<file path="config.mk">
export PLATFORM = sky130hd
export DESIGN_NAME = uart_mmio_flat
export DESIGN_NICKNAME = d
export VERILOG_FILES = /design/src/rtl/uart_pkg.sv /design/src/rtl/uart_mmio_if.sv /design/src/rtl/uart_rx_core.sv /design/src/rtl/uart_mmio.sv /design/src/flat_wrapper.sv
export SDC_FILE = /design/constraint.sdc
export NUM_CORES = 1
export LEC_CHECK = 0
export CELL_PAD_IN_SITES_DETAIL_PLACEMENT = 0
export CELL_PAD_IN_SITES_GLOBAL_PLACEMENT = 1
export CORE_ASPECT_RATIO = 1.1
export CORE_MARGIN = 2
export CORE_UTILIZATION = 34
export CTS_BUF_LIST = sky130_fd_sc_hd__clkbuf_8
export DETAILED_ROUTE_END_ITERATION = 10
export PLACE_DENSITY = 0.87
export SLEW_MARGIN = 20
export SYNTH_ARGS = -nofsm -noshare
export SYNTH_HDL_FRONTEND = slang
export SYNTH_SLANG_ARGS = --single-unit
export TNS_END_PERCENT = 20
</file>
<file path="constraint.sdc">
create_clock -name clk -period 3.3 [get_ports clk]
set_input_delay 0.99 -clock clk [delete_from_list [all_inputs] [get_ports clk]]
set_output_delay 0.99 -clock clk [all_outputs]
set_load 0.03 [all_outputs]
</file>
<file path="src/rtl/uart_pkg.sv">
// uart_pkg: register offsets, CON bit indices and TX/RX state enums shared by uart_mmio and uart_rx_core
package uart_pkg;
  localparam logic [31:0] OFF_TXD = 32'd0;
  localparam logic [31:0] OFF_RXD = 32'd4;
  localparam logic [31:0] OFF_CON = 32'd8;
  localparam int CON_RX_IE = 0;
  localparam int CON_TX_IE = 1;
  localparam int CON_RX_VALID = 2;
  localparam int CON_TX_BUSY = 3;
  localparam int CON_TX_DONE = 4;
  localparam int CON_OVERRUN = 5;
  localparam int CON_FRAME_ERR = 6;
  typedef enum logic [1:0] {TX_IDLE, TX_START, TX_DATA, TX_STOP} tx_state_t;
  typedef enum logic [1:0] {RX_IDLE, RX_START, RX_DATA, RX_STOP} rx_state_t;
endpackage

</file>
<file path="src/rtl/uart_mmio_if.sv">
// uart_mmio_if: CPU load/store bus (address, writedata, write_enable, read_enable in; readdata out) with master/slave modports
interface uart_mmio_if;
  logic [31:0] address;
  logic [31:0] writedata;
  logic [31:0] readdata;
  logic write_enable;
  logic read_enable;
  modport master(output address, writedata, write_enable, read_enable, input readdata);
  modport slave(input address, writedata, write_enable, read_enable, output readdata);
endinterface

</file>
<file path="src/rtl/uart_rx_core.sv">
// uart_rx_core: 8N1 receiver (clk, active-low sync reset, uart_rx in; data/valid/frame_err pulse out on the stop-bit sample cycle)
module uart_rx_core import uart_pkg::*; #(
  parameter int CLKS_PER_BIT = 5208
) (
  input logic clk,
  input logic reset,
  input logic uart_rx,
  output logic [7:0] data,
  output logic valid,
  output logic frame_err
);
  localparam logic [15:0] HALF = 16'(CLKS_PER_BIT / 2 - 1);
  localparam logic [15:0] FULL = 16'(CLKS_PER_BIT - 1);
  rx_state_t state;
  logic [15:0] cnt;
  logic [2:0] idx;
  logic s1, s2, prev, tick;
  assign tick = cnt == FULL;
  assign valid = state == RX_STOP && tick && s2;
  assign frame_err = state == RX_STOP && tick && !s2;
  always_ff @(posedge clk)
    if (!reset) begin
      s1 <= 1'b1;
      s2 <= 1'b1;
      prev <= 1'b1;
      state <= RX_IDLE;
      cnt <= '0;
      idx <= '0;
      data <= '0;
    end else begin
      s1 <= uart_rx;
      s2 <= s1;
      prev <= s2;
      case (state)
        RX_IDLE: begin
          cnt <= '0;
          idx <= '0;
          if (prev && !s2) state <= RX_START;
        end
        RX_START: if (cnt == HALF) begin
          cnt <= '0;
          state <= s2 ? RX_IDLE : RX_DATA;
        end else cnt <= cnt + 16'd1;
        RX_DATA: if (tick) begin
          cnt <= '0;
          data <= {s2, data[7:1]};
          idx <= idx + 3'd1;
          if (idx == 3'd7) state <= RX_STOP;
        end else cnt <= cnt + 16'd1;
        RX_STOP: if (tick) begin
          cnt <= '0;
          state <= RX_IDLE;
        end else cnt <= cnt + 16'd1;
      endcase
    end
endmodule

</file>
<file path="src/rtl/uart_mmio.sv">
// uart_mmio: memory-mapped 8N1 UART (clk, active-low sync reset, bus via uart_mmio_if.slave, uart_rx/uart_tx serial, irq); UART_RX_FIFO_EN selects a 4-entry RX FIFO
module uart_mmio import uart_pkg::*; #(
  parameter int CLKS_PER_BIT = 5208,
  parameter logic [31:0] BASE = 32'h40000018
) (
  input logic clk,
  input logic reset,
  uart_mmio_if.slave bus,
  input logic uart_rx,
  output logic uart_tx,
  output logic irq
);
  localparam logic [15:0] FULL = 16'(CLKS_PER_BIT - 1);
  tx_state_t tx_state;
  logic [15:0] tx_cnt;
  logic [2:0] tx_idx;
  logic [7:0] tx_shift, rx_byte, head;
  logic rx_ie, tx_ie, tx_done, overrun, frame_err;
  logic rx_push, rx_ferr, rx_valid, ovf_set, tx_busy, tx_tick, wr_txd, wr_con, pop;
  assign wr_txd = bus.write_enable && bus.address == BASE + OFF_TXD;
  assign wr_con = bus.write_enable && bus.address == BASE + OFF_CON;
  assign pop = bus.read_enable && bus.address == BASE + OFF_RXD;
  assign tx_busy = tx_state != TX_IDLE;
  assign tx_tick = tx_cnt == FULL;
  assign bus.readdata = !bus.read_enable ? '0
    : bus.address == BASE + OFF_RXD ? {24'h0, rx_valid ? head : 8'h0}
    : bus.address == BASE + OFF_CON ? {25'h0, frame_err, overrun, tx_done, tx_busy, rx_valid, tx_ie, rx_ie}
    : '0;
  uart_rx_core #(.CLKS_PER_BIT(CLKS_PER_BIT)) u_rx (
    .clk(clk),
    .reset(reset),
    .uart_rx(uart_rx),
    .data(rx_byte),
    .valid(rx_push),
    .frame_err(rx_ferr)
  );
`ifdef UART_RX_FIFO_EN
  logic [7:0] mem [4];
  logic [1:0] wp, rp;
  logic [2:0] count;
  logic do_push, do_pop;
  assign do_pop = pop && count != 3'd0;
  assign do_push = rx_push && (count != 3'd4 || pop);
  assign ovf_set = rx_push && count == 3'd4 && !pop;
  assign rx_valid = count != 3'd0;
  assign head = mem[rp];
  always_ff @(posedge clk)
    if (!reset) begin
      wp <= '0;
      rp <= '0;
      count <= '0;
    end else begin
      if (do_push) mem[wp] <= rx_byte;
      wp <= wp + 2'(do_push);
      rp <= rp + 2'(do_pop);
      count <= count + 3'(do_push) - 3'(do_pop);
    end
`else
  logic [7:0] hold;
  logic do_push;
  assign do_push = rx_push && (!rx_valid || pop);
  assign ovf_set = rx_push && rx_valid && !pop;
  assign head = hold;
  always_ff @(posedge clk)
    if (!reset) begin
      hold <= '0;
      rx_valid <= 1'b0;
    end else begin
      hold <= do_push ? rx_byte : hold;
      rx_valid <= do_push || (rx_valid && !pop);
    end
`endif
  always_ff @(posedge clk)
    if (!reset) begin
      tx_state <= TX_IDLE;
      tx_cnt <= '0;
      tx_idx <= '0;
      tx_shift <= '0;
      uart_tx <= 1'b1;
    end else begin
      tx_cnt <= tx_state == TX_IDLE || tx_tick ? '0 : tx_cnt + 16'd1;
      case (tx_state)
        TX_IDLE: if (wr_txd) begin
          tx_shift <= bus.writedata[7:0];
          uart_tx <= 1'b0;
          tx_state <= TX_START;
        end
        TX_START: if (tx_tick) begin
          uart_tx <= tx_shift[0];
          tx_shift <= tx_shift >> 1;
          tx_idx <= '0;
          tx_state <= TX_DATA;
        end
        TX_DATA: if (tx_tick) begin
          uart_tx <= tx_idx == 3'd7 ? 1'b1 : tx_shift[0];
          tx_shift <= tx_shift >> 1;
          tx_idx <= tx_idx + 3'd1;
          if (tx_idx == 3'd7) tx_state <= TX_STOP;
        end
        TX_STOP: if (tx_tick) tx_state <= TX_IDLE;
      endcase
    end
  always_ff @(posedge clk)
    if (!reset) begin
      rx_ie <= 1'b0;
      tx_ie <= 1'b0;
      tx_done <= 1'b0;
      overrun <= 1'b0;
      frame_err <= 1'b0;
      irq <= 1'b0;
    end else begin
      rx_ie <= wr_con ? bus.writedata[CON_RX_IE] : rx_ie;
      tx_ie <= wr_con ? bus.writedata[CON_TX_IE] : tx_ie;
      tx_done <= (tx_state == TX_STOP && tx_tick) || (tx_done && !(wr_con && bus.writedata[CON_TX_DONE]));
      overrun <= ovf_set || (overrun && !(wr_con && bus.writedata[CON_OVERRUN]));
      frame_err <= rx_ferr || (frame_err && !(wr_con && bus.writedata[CON_FRAME_ERR]));
      irq <= (rx_ie && rx_valid) || (tx_ie && tx_done);
    end
endmodule
</file>
<file path="src/flat_wrapper.sv">
// flat-port wrapper written by rule: the top's interface ports become plain ports
module uart_mmio_flat import uart_pkg::*;
#(
  parameter int CLKS_PER_BIT = 5208,
  parameter logic [31:0] BASE = 32'h40000018
)
  (clk, reset, uart_rx, uart_tx, irq, bus_address, bus_writedata, bus_write_enable, bus_read_enable, bus_readdata);
  uart_mmio_if bus_i ();
  input logic clk;
  input logic reset;
  input logic uart_rx;
  output logic uart_tx;
  output logic irq;
  input wire logic [$bits(bus_i.address)-1:0] bus_address;
  input wire logic [$bits(bus_i.writedata)-1:0] bus_writedata;
  input wire logic [$bits(bus_i.write_enable)-1:0] bus_write_enable;
  input wire logic [$bits(bus_i.read_enable)-1:0] bus_read_enable;
  output wire logic [$bits(bus_i.readdata)-1:0] bus_readdata;
  assign bus_i.address = bus_address;
  assign bus_i.writedata = bus_writedata;
  assign bus_i.write_enable = bus_write_enable;
  assign bus_i.read_enable = bus_read_enable;
  assign bus_readdata = bus_i.readdata;
  uart_mmio #(.CLKS_PER_BIT(CLKS_PER_BIT), .BASE(BASE)) u_core (.clk(clk), .reset(reset), .bus(bus_i), .uart_rx(uart_rx), .uart_tx(uart_tx), .irq(irq));
endmodule
</file>
==> results.yml, run 1 <==
route:
  first_pass_iters: 6
  drt_iter0_drc: 141
  routedWlPerCell_um: 12.9
  detail_route.vias_per_cell: 5.01
  drc: 0
  num_vias: 3311
  drt_wl_total_um: 8520
  postRouteAntennaNets: 0
global_route:
  grtUsageTotal: 0.142
  grt_max_degree: 21
  use_met1: 0.175
  gr-total-overflow: 0
  grt_use_met2: 0.246
  grt_pass1_wl_um: 14300
  grt_pass1_vias: 3100
  antenna_found_initial: 0
  met3_usage: 0.0279
  busiest_layer: "met2"
sta:
  layout_min_cycle_time_ns: 3.37
  setup_viol: 7
  finalSetupTns_ns: -0.278
  relSlewSlack: 0.550
  drv_slew: 0
  rsz0062_at_grt: "yes"
  min_period_over_period: 1.02
  fmax_mhz: 297
  worst_pin_slew_ns: 0.675
  hold_violations: 0
  finalClockSkew_ns: 0.0105
  setup_slack_ns: -0.0663
clock_tree:
  clock-sinks: 77
  cts_max_level: 3
  clkLatencyLatePin_ns: 0.35
  clk_pin_slew_ns: 0.08
  holdBufCountCts: 0
  cts_root_buf: "clkbuf_8"
  clockBufferDepth: 2
  cts_inserted_buffers: 9
  cts_tree: "yes"
layout:
  layout-drive-gt1-share: 0.204
  diodes: 0
  multi_input_area_um2: 2290
  area_delta_synth_final_pct: 26.3
  fillers: 1108
  final_net_count: 585
  seqCellArea_um2: 1540
yosys:
  synth_top_flop_cell: "dfxtp_1"
  ys_top_cells_by_area: "dfxtp_1 39%, nor2_1 5.3%, buf_4 4.6%"
  synthAdderAreaFrac: 0.0321
  synth-simple-area-share: 0.247
  ys_ff_latch: 77
  synth_area_um2: 3900
  synth_top_family_by_area: "simple AND/OR/NAND/NOR gates"
  muxShareOfSynthArea: 0.0436
  synth_seq_area_share: 0.395
  yosysWarnings: 0
  yosysTopAreaCellShare: 0.395
  synth_top_area_cell: "dfxtp_1"
  synth_xor_area_frac: 0.0561
  synth_cells: 440
  synth-edff-count: 0
  synth-async-reset-ratio: 0
  avgSynthCellArea_um2: 8.87
  synth_compound_area_frac: 0.143
  synth_cell_types: 63
floorplan:
  die_h_um: 116
  die_w_um: 106
  dieArea_um2: 12400
  row_count: 41
  start_util: 0.344
  core-area_um2: 11300
  io_pins: 103
setup_path:
  crit_fanout: 7
  critPathLaunchType: "input pin"
  critPathKind: "input pin to output pin"
  required_ns: 2.31
  worstSetupEndpointType: "output pin"
  crit_arrival_ns: 2.38
status:
  outcome: "finished, violations left"
  violations: "negative setup slack"
placement:
  dpl_worst_slack_ns: -0.456
  hpwl_um: 6340
  port_buffers: 54
  gp_congestion: 0.857
pwr:
  peakVddDrop_mv: 0.214
  leakage_nw: 1.80
  pwr_density_cell_nw_per_um2: 388
hold_path:
  hold_path_class: "flop to flop"
flow_run:
  drv_cap: 0
-- cell usage after synthesis, types with 2 or more instances --
| master | n |
|---|---|
| a21oi_1 | 28 |
| and2_1 | 2 |
| ha_1 | 10 |
| nand4b_1 | 2 |
| a211oi_1 | 2 |
| nand2_1 | 25 |
| inv_1 | 14 |
| a22oi_1 | 9 |
| nor2_1 | 55 |
| or4_1 | 2 |
| nand4_1 | 12 |
| or3_1 | 3 |
| a31oi_1 | 2 |
| xor2_1 | 14 |
| buf_2 | 4 |
| nor4_2 | 3 |
| nor4b_1 | 2 |
| nor4_1 | 8 |
| or4bb_1 | 2 |
| dfxtp_1 | 77 |
| nor3_1 | 6 |
| clkbuf_1 | 10 |
| a311oi_1 | 6 |
| buf_4 | 24 |
| o21a_1 | 2 |
| mux2i_1 | 17 |
| xnor2_1 | 11 |
| a41o_1 | 3 |
| o21ai_0 | 17 |
| nand2b_1 | 3 |
| and4b_1 | 2 |
| nand3_1 | 22 |
| and3_1 | 11 |
-- cells by family after synthesis --
| logic type | Yosys count |
|---|---|
| compound gates | 81 |
| buf+inv | 55 |
| mux | 17 |
| simple gates | 174 |
| other cells | 1 |
| xor+xnor | 25 |
| flops | 77 |
| fa+ha+maj | 10 |
-- registers in the layout, indices dropped and copies added (netlist names), 2 cells and up, named ones only --
signal	cells
u_core.tx_state	2
u_core.head	8
u_core.tx_idx	3
u_core.u_rx.data	8
u_core.tx_shift	8
u_core.tx_cnt	16
u_core.u_rx.idx	3
u_core.u_rx.cnt	16
-- layout by cell type (no fill, tap or decap), drive strengths merged, types with 12 or more instances in the layout --
cell,count
mux2i,17
nor2,55
and3,12
dfxtp,77
o21ai,18
conb,24
clkdlybuf4s50,14
buf,48
xor2,14
nand2,25
inv,15
nand4,13
nand3,22
a21oi,29
-- path summary, 6_finish.rpt --
kind / start / end / slack (ns) / cells past startpoint
max: bus_address[24] / bus_readdata[4] / -0.07 / 8
min: u_core.u_rx.s1 / u_core.u_rx.s2 / 0.41 / 1
max reg2reg: u_core.u_rx.cnt[0] / u_core.u_rx.cnt[4] / 0.95 / 6
min reg2reg: u_core.u_rx.s1 / u_core.u_rx.s2 / 0.41 / 1
-- critical path: stages --
cell and delay (ns):
buf_2 0.12, nor4b_4 0.30, nand4_4 0.19, nor3_4 0.25
buf_6 0.17, a22oi_2 0.08, nor2_2 0.12, buf_6 0.15
-- metal layers --
layer / up-vias / wire, µm
li1: 1670 / -
met4: 0 / 205
met1: 1575 / 3820
met5: - / 0
met2: 47 / 4290
met3: 19 / 217
-- stage by stage --
step | cells | util | cell area, µm² | hold WS, ns | total power [mW]
global route | 661 | 0.435 | 4930 | 0.432 | 1.99
global placement | 644 | 0.412 | 4670 | 0.401 | 1.09
detailed placement | 644 | 0.412 | 4670 | 0.398 | 1.09
CTS | 660 | 0.432 | 4890 | 0.403 | 1.93
floorplan | 463 | - | 4090 | 0.386 | 1.04
finish | 661 | 0.435 | 4930 | 0.406 | 1.91
-- power by group --
group	internal [mW]	switching, mW
logic	0.0492	0.0801
clock network	0.500	0.351
registers	0.931	0.00390
-- timing repair --
item,in CTS,in global routing
pin swaps,19,15
setup endpoints to repair,8,8
setup buffers,0,1
resized for setup,121,9
-- final cells by class --
class                   count  area share
multi-input cells         331       0.464
flip-flops and latches     77       0.313
repair buffers             72       0.126
well taps                 150      0.0381
clock buffers               9      0.0251
clock inverters             7      0.0233
inverters                  15      0.0114
No activity file was read; power rests on OpenSTA's default activity.
==> inputs of run 2 (changes only) <==
- CORE_UTILIZATION: 34 -> 35
- DONT_BUFFER_PORTS: not set -> 1
- PLACE_DENSITY: 0.87 -> 0.72
==> results.yml, run 2 (same netlist as run 1, synthesis figures left out) <==
layout:
  stdcell_count: 600
  fillers: 1122
  final_common_cell: "dfxtp_1"
  diodes: 0
  seqCellArea_um2: 1540
  final_cell_mix: "77 x dfxtp_1, 49 x nor2_1, 28 x a21oi_1"
  multi_input_area_um2: 2250
  layout-drive-gt1-share: 0.139
  area_delta_synth_final_pct: 12.5
  final_net_count: 527
  reg.largest.list: "u_core.tx_cnt x16, u_core.u_rx.cnt x16"
hold_path:
  min_path_cells: 1
  min_from: "u_core.u_rx.s1"
  hold_path_class: "flop to flop"
  hold_end: "u_core.u_rx.s2"
clock_tree:
  cts_root_buf: "clkbuf_8"
  clk_pin_slew_ns: 0.07
  clock-sinks: 77
  clkLatencyLatePin_ns: 0.34
  cts_tree: "yes"
  cts_inserted_buffers: 9
  clockBufferDepth: 2
  cts_max_level: 3
floorplan:
  row_count: 40
  io_pins: 103
  dieArea_um2: 12000
  die_h_um: 115
  core-area_um2: 10900
  start_util: 0.358
  die_w_um: 105
global_route:
  grt_max_degree: 31
  grtUsageTotal: 0.134
  grt_pass1_vias: 2792
  grt_pass1_wl_um: 13100
  gr-total-overflow: 0
  antenna_found_initial: 0
pwr:
  pwr_density_cell_nw_per_um2: 401
  peakVddDrop_mv: 0.208
  p_total_mw: 1.76
  leakage_nw: 1.52
placement:
  dp_cells: 584
  hpwl_um: 5830
  dpl_worst_slack_ns: 0.00288
  port_buffers: 0
  gp_congestion: 0.752
setup_path:
  required_ns: 2.31
  r2r_cells: 6
  crit_arrival_ns: 2.31
  critPathKind: "input pin to output pin"
  reg2reg_to: "u_core.u_rx.cnt[6]"
  critPathLaunchType: "input pin"
  crit_fanout: 14
  worstSetupEndpointType: "output pin"
  timing.rr.start: "u_core.u_rx.cnt[0]"
  rrSetupSlack_ns: 0.97
route:
  drt_wl_total_um: 8010
  drc: 0
  routedWlPerCell_um: 13.3
  first_pass_iters: 4
  num_vias: 3047
  postRouteAntennaNets: 0
  detail_route.vias_per_cell: 5.08
  drt_iter0_drc: 141
sta:
  layout_min_cycle_time_ns: 3.30
  finalClockSkew_ns: 0.0145
  hold_violations: 0
  worst_pin_slew_ns: 0.984
  min_period_over_period: 1.00
  fmax_mhz: 303
  relSlewSlack: 0.343
  drv_slew: 0
  rsz0062_at_grt: "yes"
  setup_viol: 1
  setup_slack_ns: -0.00496
flow_run:
  drv_cap: 0
status:
  violations: "negative setup slack"
  outcome: "finished, violations left"
## run 2: cell type report
| type | instances | share of cell area |
|---|---|---|
| Multi-Input combinational cell | 331 | 0.512 |
| Sequential cell | 77 | 0.351 |
| Tap cell | 147 | 0.0419 |
| Clock buffer | 12 | 0.0376 |
| Timing Repair Buffer | 14 | 0.0322 |
| Inverter | 15 | 0.0128 |
| Clock inverter | 4 | 0.0123 |
## run 2: worst max-delay path by stage
| stage | from | end | cells past startpoint |
|---|---|---|---|
| 2_1_floorplan | bus_address[27] | bus_readdata[1] | 6 |
| 3_3_place_gp | bus_address[3] | bus_readdata[6] | 6 |
| 3_5_place_dp | bus_address[27] | bus_readdata[2] | 7 |
| 4_1_cts | bus_address[18] | bus_readdata[2] | 7 |
| 5_1_grt | bus_address[18] | bus_readdata[2] | 7 |
| 6_report | bus_address[3] | bus_readdata[2] | 6 |
## run 2: critical path: stages
cell and delay, ns:
or4b_4 0.53, nor3_4 0.23, buf_12 0.16, a21oi_1 0.07, nor3_4 0.18, buf_12 0.15
## run 2: what timing repair did
item / in CTS / in global routing
pin swaps: 1 / 3
endpoints found under the setup margin: 1 / 8
setup buffers: 0 / 0
gates resized for setup: 0 / 7
hold buffers: 0 / 0
## run 2: metrics by stage
| stage | hold slack, ns | cell area, µm² | TNS [ns] | util |
|---|---|---|---|---|
| floorplan | 0.386 | 4090 | -0.0689 | - |
| global placement | 0.406 | 4130 | 0 | 0.379 |
| detailed placement | 0.403 | 4130 | 0 | 0.379 |
| CTS | 0.425 | 4350 | 0 | 0.399 |
| global route | 0.467 | 4390 | -0.189 | 0.402 |
| finish | 0.420 | 4390 | -0.00496 | 0.402 |
## run 2: report_power, final
group          total, mW  internal (mW)  switching (mW)
combinational     0.0654         0.0113          0.0541
clock              0.760          0.414           0.346
sequential         0.935          0.931         0.00396
## run 2: routing by layer
layer  track usage  wire (µm)
met5             0          0
met4        0.0453         60
met2         0.216       3920
met1         0.174       3760
met3        0.0363        264
==> edit, RTL diff (config.mk and constraints of run 1) <==
The option `UART_RX_FIFO_EN` is turned on by a define.
--- a/src/rtl/uart_mmio.sv
+++ b/src/rtl/uart_mmio.sv
@@ -1,2 +1,4 @@
 // uart_mmio: memory-mapped 8N1 UART (clk, active-low sync reset, bus via uart_mmio_if.slave, uart_rx/uart_tx serial, irq); UART_RX_FIFO_EN selects a 4-entry RX FIFO
+`define UART_RX_FIFO_EN
+
 module uart_mmio import uart_pkg::*; #(
Behaviour: no difference found for any inputs over 10 cycles, from zero or initial values and one cycle with reset low; that may be too few to reach the edited logic, so the function may still have changed.
==> edit against run 1 <==
The flow still finishes with violations (negative setup slack); total power up 19%; design area up 28%; wire length up 24%; worst setup slack worse by 0.11 ns; area after synthesis up 30%; sequential cell count up 30; sequential share of layout area up 7.7 points; clock skew down 0.0013 ns; clock power down 7.3%; largest power group unchanged.
==> edit: results <==
set metrics [dict create \
    outcome "finished, violations left" \
    violations "negative setup slack" \
    rr_startpoint "u_core.u_rx.cnt[6]$_SDFF_PN0_" \
    placement.setup.worst_slack_ns -0.598 \
    critPathLaunch "bus_address[12]" \
    critical_path.reg2reg.endpoint "u_core.count[1]$_SDFF_PN0_" \
    drive_above_1_share_pct 22.0 \
    post_synth_most_frequent_cells "dfxtp_1, nor2_1, nand2_1" \
    netlist_top_cells_area "dfxtp_1, edfxtp_1, nor2_1" \
    synth_seq_area_share_pct 48.4 \
    initialDrtViolationCount 209 \
    grt_pass1_wl_um 17700 \
    setup_slack_after_layout_ns -0.176 \
    largest_net_degree_at_the_start_of_global_routing 34 \
    path_max_fanout 8 \
    power_leakage_nw 2.33 \
    minimum_setup_slack_among_reg_to_reg_paths_ns 0.61 \
    placement.cell_area_sq_mm 0.00604 \
    grtUsageTotal_pct 13.7 \
    power.ir.vdd_worst_mv 0.162 \
    routed_wirelength_um 10600 \
    postSynthCellCount 491 \
    worst-endpoint-arrival_ns 2.49 \
    rr_worst_depth 8 \
    detail_route.first_pass.iterations 4 \
    via_count_of_the_first_global_routing_pass 3784 \
    worst_slew_margin_rel_pct 30.2 \
    report.final.setup_viol 8 \
    reg_top3 "u_core.mem (32), u_core.tx_cnt (16), u_core.u_rx.cnt (16)" \
    routed_via_density 4.94 \
]
==> edit: changes by cell type after synthesis, sizes merged, moves of 4 or more <==
cell	before	now
nand3	22	12
o21ai	18	6
mux4	0	8
xnor2	11	15
and3	12	5
a21oi	29	20
edfxtp	0	32
nand2	25	43
a22oi	9	3
and2	2	11
buf	29	33
==> edit: through the flow <==
stage | setup TNS [ns] | hold WS [ns] | power (mW)
2_1_floorplan | -0.577 | 0.386 | 1.47
6_report | -1.18 | 0.419 | 2.28
3_3_place_gp | -15.10 | 0.396 | 1.52
5_1_grt | -1.99 | 0.449 | 2.37
4_1_cts | -1.25 | 0.422 | 2.30
3_5_place_dp | -17.27 | 0.397 | 1.52
==> edit: report_power, final <==
part / total, mW / internal, mW / switching, mW
clock network: 0.789 / 0.356 / 0.433
registers: 1.35 / 1.35 / 0.00328
logic: 0.136 / 0.0530 / 0.0832
total: 2.28 / 1.76 / 0.520
==> edit: worst max path at each step <==
stage,to
2_1_floorplan,bus_readdata[3]
6_report,bus_readdata[6]
3_3_place_gp,bus_readdata[6]
5_1_grt,bus_readdata[2]
3_5_place_dp,bus_readdata[6]
4_1_cts,bus_readdata[2]
==> edit: layout make-up <==
type	count	area, sq um	share of cell area, %
flip-flops and latches	107	2460	39.0
clock inverters	7	75.1	1.19
multi-input cells	348	2570	40.7
repair buffers	88	788	12.5
clock buffers	9	124	1.96
inverters	15	56.3	0.891
well taps	192	240	3.80
==> edit: kinds of logic (layout without fill, tap and decap cells) <==
family / count (synthesis) / after routing / share of synthesized area [%]
buf+inv: 59 / 119 / 6.74
fa+ha+maj: 13 / 13 / 3.35
simple gates: 192 / 192 / 20.0
mux: 28 / 28 / 7.50
compound gates: 59 / 59 / 8.39
xor+xnor: 32 / 32 / 5.51
flops: 107 / 107 / 48.4
other cells: 1 / 24 / 0.0737
==> edit: repair_timing <==
action                                  CTS  global route
endpoints found under the setup margin   18             8
pin swaps                                17             3
resized for setup                       125             4
setup buffers                             5             0
==> edit: per-layer routing <==
metal / GRT usage (%) / routed length (um) / up-vias
li1: - / - / 1869
met3: 3.11 / 601 / 18
met5: 0 / 0 / -
met1: 16.0 / 4570 / 1789
met2: 24.1 / 5180 / 111
met4: 5.36 / 247 / 0
